<file path="config.mk">
export PLATFORM = sky130hd
export DESIGN_NAME = double_threshold_unit
export DESIGN_NICKNAME = d
export VERILOG_FILES = /design/src/rtl/double_threshold_unit.sv
export SDC_FILE = /design/constraint.sdc
export NUM_CORES = 1
export LEC_CHECK = 0
export CORE_MARGIN = 5
export CORE_UTILIZATION = 35
export DETAILED_ROUTE_END_ITERATION = 8
export PLACE_DENSITY_LB_ADDON = 0.08
export REMOVE_ABC_BUFFERS = 1
export SKIP_LAST_GASP = 1
export SYNTH_ARGS = -nofsm -noshare
export SYNTH_HDL_FRONTEND = slang
export SYNTH_SLANG_ARGS = --single-unit
</file>
<file path="constraint.sdc">
create_clock -name clk -period 11.62 [get_ports clk]
set_clock_uncertainty 0.15 [all_clocks]
set_input_delay 1.162 -clock clk [delete_from_list [all_inputs] [get_ports clk]]
set_output_delay 1.162 -clock clk [all_outputs]
set_load 0.01 [all_outputs]
</file>
<file path="src/rtl/double_threshold_unit.sv">
// Frame-based double-threshold classifier: finds the frame maximum, derives high/low thresholds
// from it, then maps each pixel to STRONG_PIXEL, WEAK_PIXEL or 0 for the hysteresis stage.
module double_threshold_unit #(
  parameter int unsigned HEIGHT       = 5,
  parameter int unsigned WIDTH        = 5,
  parameter logic [7:0]  HIGH_RATIO   = 8'd128,
  parameter logic [7:0]  LOW_RATIO    = 8'd128,
  parameter logic [7:0]  WEAK_PIXEL   = 8'd75,
  parameter logic [7:0]  STRONG_PIXEL = 8'd255,
  localparam int unsigned IMG_SIZE    = HEIGHT * WIDTH
) (
  input  logic       clk,
  input  logic       reset,
  input  logic       enable,
  input  logic [7:0] img [0:IMG_SIZE-1],
  output logic [7:0] res [0:IMG_SIZE-1],
  output logic       done
);

  localparam int unsigned     IdxW    = (IMG_SIZE > 1) ? $clog2(IMG_SIZE) : 1;
  localparam logic [IdxW-1:0] LastIdx = IdxW'(IMG_SIZE - 1);

  typedef enum logic [2:0] {StIdle, StFindMax, StCalcThr, StClassify, StDone} state_e;

  state_e          state_q, state_d;
  logic [7:0]      frame_q [IMG_SIZE];
  logic [7:0]      res_q   [IMG_SIZE];
  logic [IdxW-1:0] idx_q;
  logic [7:0]      max_q, high_q, low_q;
  logic            done_q;

  logic            load, max_step, thr_step, class_step, last_idx;
  logic [7:0]      pixel, high_d, low_d, class_val;

  assign pixel    = frame_q[idx_q];
  assign last_idx = (idx_q == LastIdx);

  // Low threshold is derived from the freshly computed high threshold, not the stale register.
  always_comb begin
    high_d = 8'((16'(max_q) * 16'(HIGH_RATIO)) >> 8);
    low_d  = 8'((16'(high_d) * 16'(LOW_RATIO)) >> 8);
  end

  // Zero pixels stay zero even when both thresholds collapse to 0.
  always_comb begin
    class_val = 8'd0;
    if (pixel == 8'd0) begin
      class_val = 8'd0;
    end else if (pixel >= high_q) begin
      class_val = STRONG_PIXEL;
    end else if (pixel >= low_q) begin
      class_val = WEAK_PIXEL;
    end
  end

  always_ff @(posedge clk or posedge reset) begin
    if (reset) begin
      state_q <= StIdle;
    end else begin
      state_q <= state_d;
    end
  end

  always_comb begin
    state_d = state_q;
    unique case (state_q)
      StIdle, StDone: if (enable) state_d = StFindMax;
      StFindMax:      if (last_idx) state_d = StCalcThr;
      StCalcThr:      state_d = StClassify;
      StClassify:     if (last_idx) state_d = StDone;
      default:        state_d = StIdle;
    endcase
  end

  always_comb begin
    load       = 1'b0;
    max_step   = 1'b0;
    thr_step   = 1'b0;
    class_step = 1'b0;
    unique case (state_q)
      StIdle, StDone: load       = enable;
      StFindMax:      max_step   = 1'b1;
      StCalcThr:      thr_step   = 1'b1;
      StClassify:     class_step = 1'b1;
      default:        ;
    endcase
  end

  always_ff @(posedge clk or posedge reset) begin
    if (reset) begin
      for (int i = 0; i < IMG_SIZE; i++) begin
        frame_q[i] <= 8'd0;
        res_q[i]   <= 8'd0;
      end
      idx_q  <= '0;
      max_q  <= 8'd0;
      high_q <= 8'd0;
      low_q  <= 8'd0;
      done_q <= 1'b0;
    end else begin
      if (load) begin
        for (int i = 0; i < IMG_SIZE; i++) frame_q[i] <= img[i];
        idx_q  <= '0;
        max_q  <= 8'd0;
        done_q <= 1'b0;
      end
      if (max_step) begin
        if (pixel > max_q) max_q <= pixel;
        idx_q <= last_idx ? '0 : idx_q + 1'b1;
      end
      if (thr_step) begin
        high_q <= high_d;
        low_q  <= low_d;
        idx_q  <= '0;
      end
      if (class_step) begin
        res_q[idx_q] <= class_val;
        if (last_idx) begin
          done_q <= 1'b1;
          idx_q  <= '0;
        end else begin
          idx_q <= idx_q + 1'b1;
        end
      end
    end
  end

  assign res  = res_q;
  assign done = done_q;

endmodule

</file>
==> out/results.ini, run 1 <==
[run_status]
status = finished, final reports clean

[floorplan]
die_h_um = 211
row_count = 73
start_util_pct = 35.5
die_area_sq_um = 44600
core-area_sq_um = 39900
boundaryPins = 404
die_x_um = 211

[worst_setup_path]
endpoint_kind = flip-flop
cp.required_ns = 11.92
startpoint_type = flip-flop
crit_path_max_incr_delay_ns = 0.76
reg2reg_slack_ns = 6.26
arrival_ns = 5.66
cp_cell_sequence = buf_4, inv_1, nor3_1, a22oi_1, nand4_1, ha_1, and3_1, a221oi_1, o211ai_1, a2111oi_4, a41oi_4, mux2_2
path_class = reg2reg
cp_max_fo = 48
slowest_stage = nor3_1

[clock_network]
cts_hold_buf = 0
clock-sinks = 274
cts_post_setup_buffers_inserted = 0
cts-resized-gates = 0
clk_pin_slew_worst_paths_ns = 0.06
root_buffer = clkbuf_16
cts_buffer_depth = 3
insertion_delay_ns = 0.59
htree_num_levels = 1
cts_tree = done
cts_buffers = 31

[synthesis]
yosysTopAreaCell = dfrtp_1
synth_area_sq_um = 14200
synth_top_area_share_pct = 48.4
synthArstFlopShare_pct = 100
synth.avg_cell_area_sq_um = 9.17
yosysSeqAreaShare_pct = 48.4
ys_ff_latch = 274
synth.distinct_cells = 69
yosysWarnings = 0
synth_edf_count = 0
synth_cells = 1545
ys.flop_type = dfrtp_1
synthTopCellsByArea = dfrtp_1, nand2_1, buf_4, mux2i_1, ha_1

[job]
cap_violations = 0

[detailed_routing]
drt_iter0_markers = 640
route.detailed.wl_per_inst_um = 19.3
final_antenna_net_count = 0
dr_total_vias = 11200
drc = 0
viasPerCell = 4.85
wl_mm = 44.5
first_pass_iters = 5

[final_layout]
syn2layout_area_growth_pct = 29.9
final_cell_mix = nand2_1, clkdlybuf4s50_1, dfrtp_1
num-nets-final = 1989
n_antenna_cell = 0
fillCellCount = 3818
regArea_sq_um = 6860
mostFrequentLayoutCell = nand2_1
drive_gt1_share_pct = 7.13
final_util_pct = 46.1
multi_input_area_sq_um = 5680

[global_routing]
grt_first_pass_wirelength_mm = 67.6
grt_pass1_vias = 11400
antenna_found_initial = 3
grt_max_degree = 211
grtUsageTotal_pct = 19.1
overflow = 0

[placed_design]
hpwl_mm = 32.8
place_congestion = 0.885
place.port_buffers = 403

[timing]
setup_violations = 0
fin_crit_sh_pct = 46.1
period_needed_ns = 5.36
hold_viol_final = 0
rsz0062_at_grt = false
fmax_mhz = 187
max-slew-margin-rel_pct = 28.7
setup_tns_ns = 0
drv_slew = 0
tightest_slew_ns = 1.07
hold_slack_ns = 0.318

[power_and_ir_drop]
p_per_area_nw_per_um2 = 287
ir_drop_v = 0.000155
leakage_nw = 8.57
fin_total_pwr_mw = 5.29

[hold_path]
hold_class = reg2reg

## state kept, by name (all words and copies together) (netlist names)
name / flops
high_q: 1
done: 1
res: 50
low_q: 6
max_q: 8
idx_q: 5
state_q: 3
frame_q: 200
## critical path: cells and delay by family, from the launching register on
kind / cells / cell delay [ns]
multiplexers: 1 / 0.45
adder cells (fa/ha/maj): 1 / 0.31
flip-flops: 1 / 0.67
AND/OR/NAND/NOR: 3 / 1.27
AO/OA/AOI/OAI: 5 / 1.30
buffers and inverters: 2 / 1.07
## per-stage QoR
stage                     cells  instance area [sq um]  setup slack, ns
after floorplan            1312                  12600            -1.79
after global placement     2253                  17400             6.49
after detailed placement   2253                  17400             6.24
after CTS                  2307                  18400             6.24
after global routing       2307                  18400             5.89
final                      2307                  18400             6.26
## cell usage after synthesis, types with 3 or more instances
master / n
inv_1: 21
nand2_1: 633
mux2_4: 20
o21a_1: 3
nor2b_1: 5
ha_1: 25
nand3_1: 8
a31oi_1: 26
o31ai_1: 7
a211oi_1: 3
nor3b_1: 4
mux2_2: 7
buf_6: 12
a22oi_1: 3
clkbuf_1: 57
nor4_1: 3
nor3_1: 12
o22ai_1: 17
nor2_1: 61
mux4_2: 13
dfrtp_1: 274
o221ai_1: 9
nand4_1: 4
buf_4: 152
a21oi_1: 6
and3b_1: 3
or4b_2: 3
and3_1: 6
or3b_2: 3
mux2i_1: 61
a2bb2oi_1: 4
o21ai_0: 17
buf_2: 8
nand2b_1: 3
a211oi_2: 3
a21o_1: 4
## power by group
group	switching (mW)	internal (mW)	total (mW)
Clock	0.394	0.543	0.937
Sequential	0.333	1.38	1.72
Combinational	1.43	1.20	2.63
## area by class of cell
class,instances,share of cell area [%]
flip-flops and latches,274,37.3
multi-input cells,1015,30.8
clock inverters,9,0.476
clock buffers,45,4.77
well taps,525,3.57
repair buffers,416,22.5
inverters,23,0.510
## path summary, 6_finish.rpt
kind | cells after the start | start | endpoint
hold reg to reg | 2 | frame_q[28] | frame_q[28]
setup / recovery | 12 | idx_q[1] | res[198]
min in group asynchronous | 2 | reset | res[85]
max in group asynchronous | 4 | reset | idx_q[1]
hold / removal | 2 | frame_q[28] | frame_q[28]
setup reg to reg | 12 | idx_q[1] | res[198]
## cells by family after synthesis
group,after synthesis,synth area share (%)
AOI/OAI and AO/OA,121,6.56
xor gates and xnor gates,1,0.0618
adders and majority gates,25,2.21
buffers and inverters,256,11.7
DFF,274,48.4
muxes,101,9.05
and+or+nand+nor,767,22.0
## per-layer routing
layer,part of all wire [%],wire length (um),track usage [%]
met5,0.092,41,0
met4,1.9,843,3.64
met3,5.7,2510,3.24
met2,50,22200,33.5
met1,42,18800,25.1
Note: power is estimated with default switching activity, not from simulation.
==> inputs of run 2 (changes only) <==
==> constraint.sdc (replaced) <==
create_clock -name clk -period 4.6 [get_ports clk]
set_clock_uncertainty 0.15 [all_clocks]
set_input_delay 0.46 -clock clk [delete_from_list [all_inputs] [get_ports clk]]
set_output_delay 0.46 -clock clk [all_outputs]
set_load 0.01 [all_outputs]
==> run 2 against run 1 <==
Flip-flop and latch count did not move; critical path depth did not move; global-route usage rose by 0.51 points; cell count rose by 0.78%; maximum frequency rose by 25%.
==> out/results.ini, run 2 (synthesized netlist as in run 1, its figures left out) <==
[run_status]
status = finished, final reports clean

[detailed_routing]
route.detailed.wl_per_inst_um = 19.5  ; +1.2%
drc = 0  ; unchanged
wl_met3_mm = 2.81  ; +12%
viasPerCell = 4.85  ; about the same
dr_total_vias = 11300  ; +0.73%
wl_mm = 45.4  ; +2.0%
drt_iter0_markers = 653  ; +2.0%
final_antenna_net_count = 0  ; unchanged
maxUsedRoutingLayer = met5
met2_wirelength_mm = 22.7  ; +2.2%
wl_met1_mm = 18.9  ; +0.17%
first_pass_iters = 5  ; unchanged

[timing]
hold_viol_final = 0  ; unchanged
period_needed_ns = 4.29  ; -1.07 ns
fin_crit_sh_pct = 93.3  ; +47 points
drv_slew = 0  ; unchanged
max-slew-margin-rel_pct = 37.1  ; +8.4 points
tightest_slew_ns = 0.944  ; -0.126 ns
hold_slack_ns = 0.274  ; -0.0435 ns
setup_violations = 0  ; unchanged
rsz0062_at_grt = false
fmax_mhz = 233  ; +25%

[job]
cap_violations = 0  ; unchanged

[final_layout]
final_util_pct = 46.8  ; +0.68 points
top_register = frame_q
regArea_sq_um = 6870  ; about the same
largest_reg_flops = 200  ; unchanged
final_cell_mix = nand2_1, clkdlybuf4s50_1, dfrtp_1
num-nets-final = 2005  ; +0.80%
stdcell_count = 2325  ; +0.78%
n_antenna_cell = 0  ; unchanged
drive_gt1_share_pct = 8.28  ; +1.2 points
multi_input_area_sq_um = 5680  ; unchanged
syn2layout_area_growth_pct = 31.8
fillCellCount = 3867  ; +1.3%
mostFrequentLayoutCell = nand2_1

[worst_setup_path]
startpoint_type = flip-flop
cp_max_fo = 25  ; -48%
endpoint_kind = flip-flop
cp.required_ns = 4.88  ; -7.04 ns
reg2reg_slack_ns = 0.31  ; -5.95 ns
cp_top_family = compound AO/OA/AOI/OAI gates
critical_path_depth = 12  ; unchanged
cp_cell_sequence = buf_4, mux4_2, a211oi_1, and4_1, ha_1, nand2b_1, a21o_1, a21oi_1, o211ai_1, a2111oi_4, a41oi_4, mux2_2
crit_buf_inv = 1  ; -1
arrival_ns = 4.57  ; -1.09 ns
path_class = reg2reg
r2r.worst_path.cells = 12  ; unchanged
crit_path_max_incr_delay_ns = 0.59  ; -0.17 ns
slowest_stage = dfrtp_4

[clock_network]
cts_tree = done
cts_buffers = 31  ; unchanged
cts_buffer_depth = 3  ; unchanged
clock-sinks = 274  ; unchanged
insertion_delay_ns = 0.56  ; -0.03 ns
cts_post_setup_buffers_inserted = 0  ; unchanged
root_buffer = clkbuf_16
htree_num_levels = 1  ; unchanged
clk_pin_slew_worst_paths_ns = 0.06  ; about the same

[global_routing]
grt_max_degree = 211  ; unchanged
grt_first_pass_wirelength_mm = 69.5  ; +2.8%
antenna_found_initial = 3  ; unchanged
overflow = 0  ; unchanged
grt_pass1_vias = 11800  ; +3.5%
grtUsageTotal_pct = 19.6  ; +0.51 points

[hold_path]
hold_class = in2reg
hold_depth = 3  ; +1

[floorplan]
core-area_sq_um = 39900  ; unchanged
start_util_pct = 35.5  ; unchanged
die_area_sq_um = 44600  ; unchanged
die_h_um = 211  ; unchanged
die_x_um = 211  ; unchanged
row_count = 73  ; unchanged
boundaryPins = 404  ; unchanged

[power_and_ir_drop]
p_per_area_nw_per_um2 = 731  ; +150%
fin_total_pwr_mw = 13.6  ; +160%
ir_drop_v = 0.000373  ; +140%
leakage_nw = 8.70  ; +1.5%

[placed_design]
place_congestion = 0.820  ; -7.3%
place.port_buffers = 403  ; unchanged
placedCellCount = 2269  ; +0.71%
hpwl_mm = 34.5  ; +5.1%

## run 2: worst paths after layout
path	start	end
hold reg to reg	frame_q[4]	frame_q[4]
setup reg to reg	idx_q[0]	res[198]
max in group asynchronous	reset	frame_q[29]
setup / recovery	idx_q[0]	res[198]
hold / removal	img[23]	frame_q[23]
min in group asynchronous	reset	res[102]
## run 2: where the power goes
group | internal (mW) | switching, mW
clock network | 1.47 | 0.995
registers | 3.50 | 0.941
logic | 3.16 | 3.57
## run 2: area by class of cell
| type | instances | area share [%] |
|---|---|---|
| flip-flops and latches | 274 | 36.8 |
| multi-input cells | 1015 | 30.4 |
| repair buffers | 432 | 23.3 |
| clock buffers | 45 | 4.87 |
| well taps | 525 | 3.52 |
| clock inverters | 11 | 0.637 |
| inverters | 23 | 0.503 |
## run 2: metal layers
metal	vias to the layer above	GRT usage, %
li1	5383	-
met1	5450	25.5
met2	375	34.5
met3	56	3.48
met4	6	3.85
met5	-	0
## run 2: worst min-delay path, stage by stage
cell             delay (ns)
clkdlybuf4s50_1        0.40
nand2_1                0.05
nand2_1                0.04
## run 2: what timing repair did
action | 4_1_cts | 5_1_grt
hold buffers | 0 | 0
endpoints found under the setup margin | 0 | 25
resized for setup | 0 | 1
## run 2: stage by stage
stage | setup WS (ns) | instance area, sq um | setup TNS [ns]
2_1_floorplan | -8.16 | 12600 | -2432.09
5_1_grt | 0.0223 | 18700 | 0
3_5_place_dp | 0.337 | 17600 | 0
6_report | 0.310 | 18700 | 0
3_3_place_gp | 0.445 | 17600 | 0
4_1_cts | 0.307 | 18700 | 0
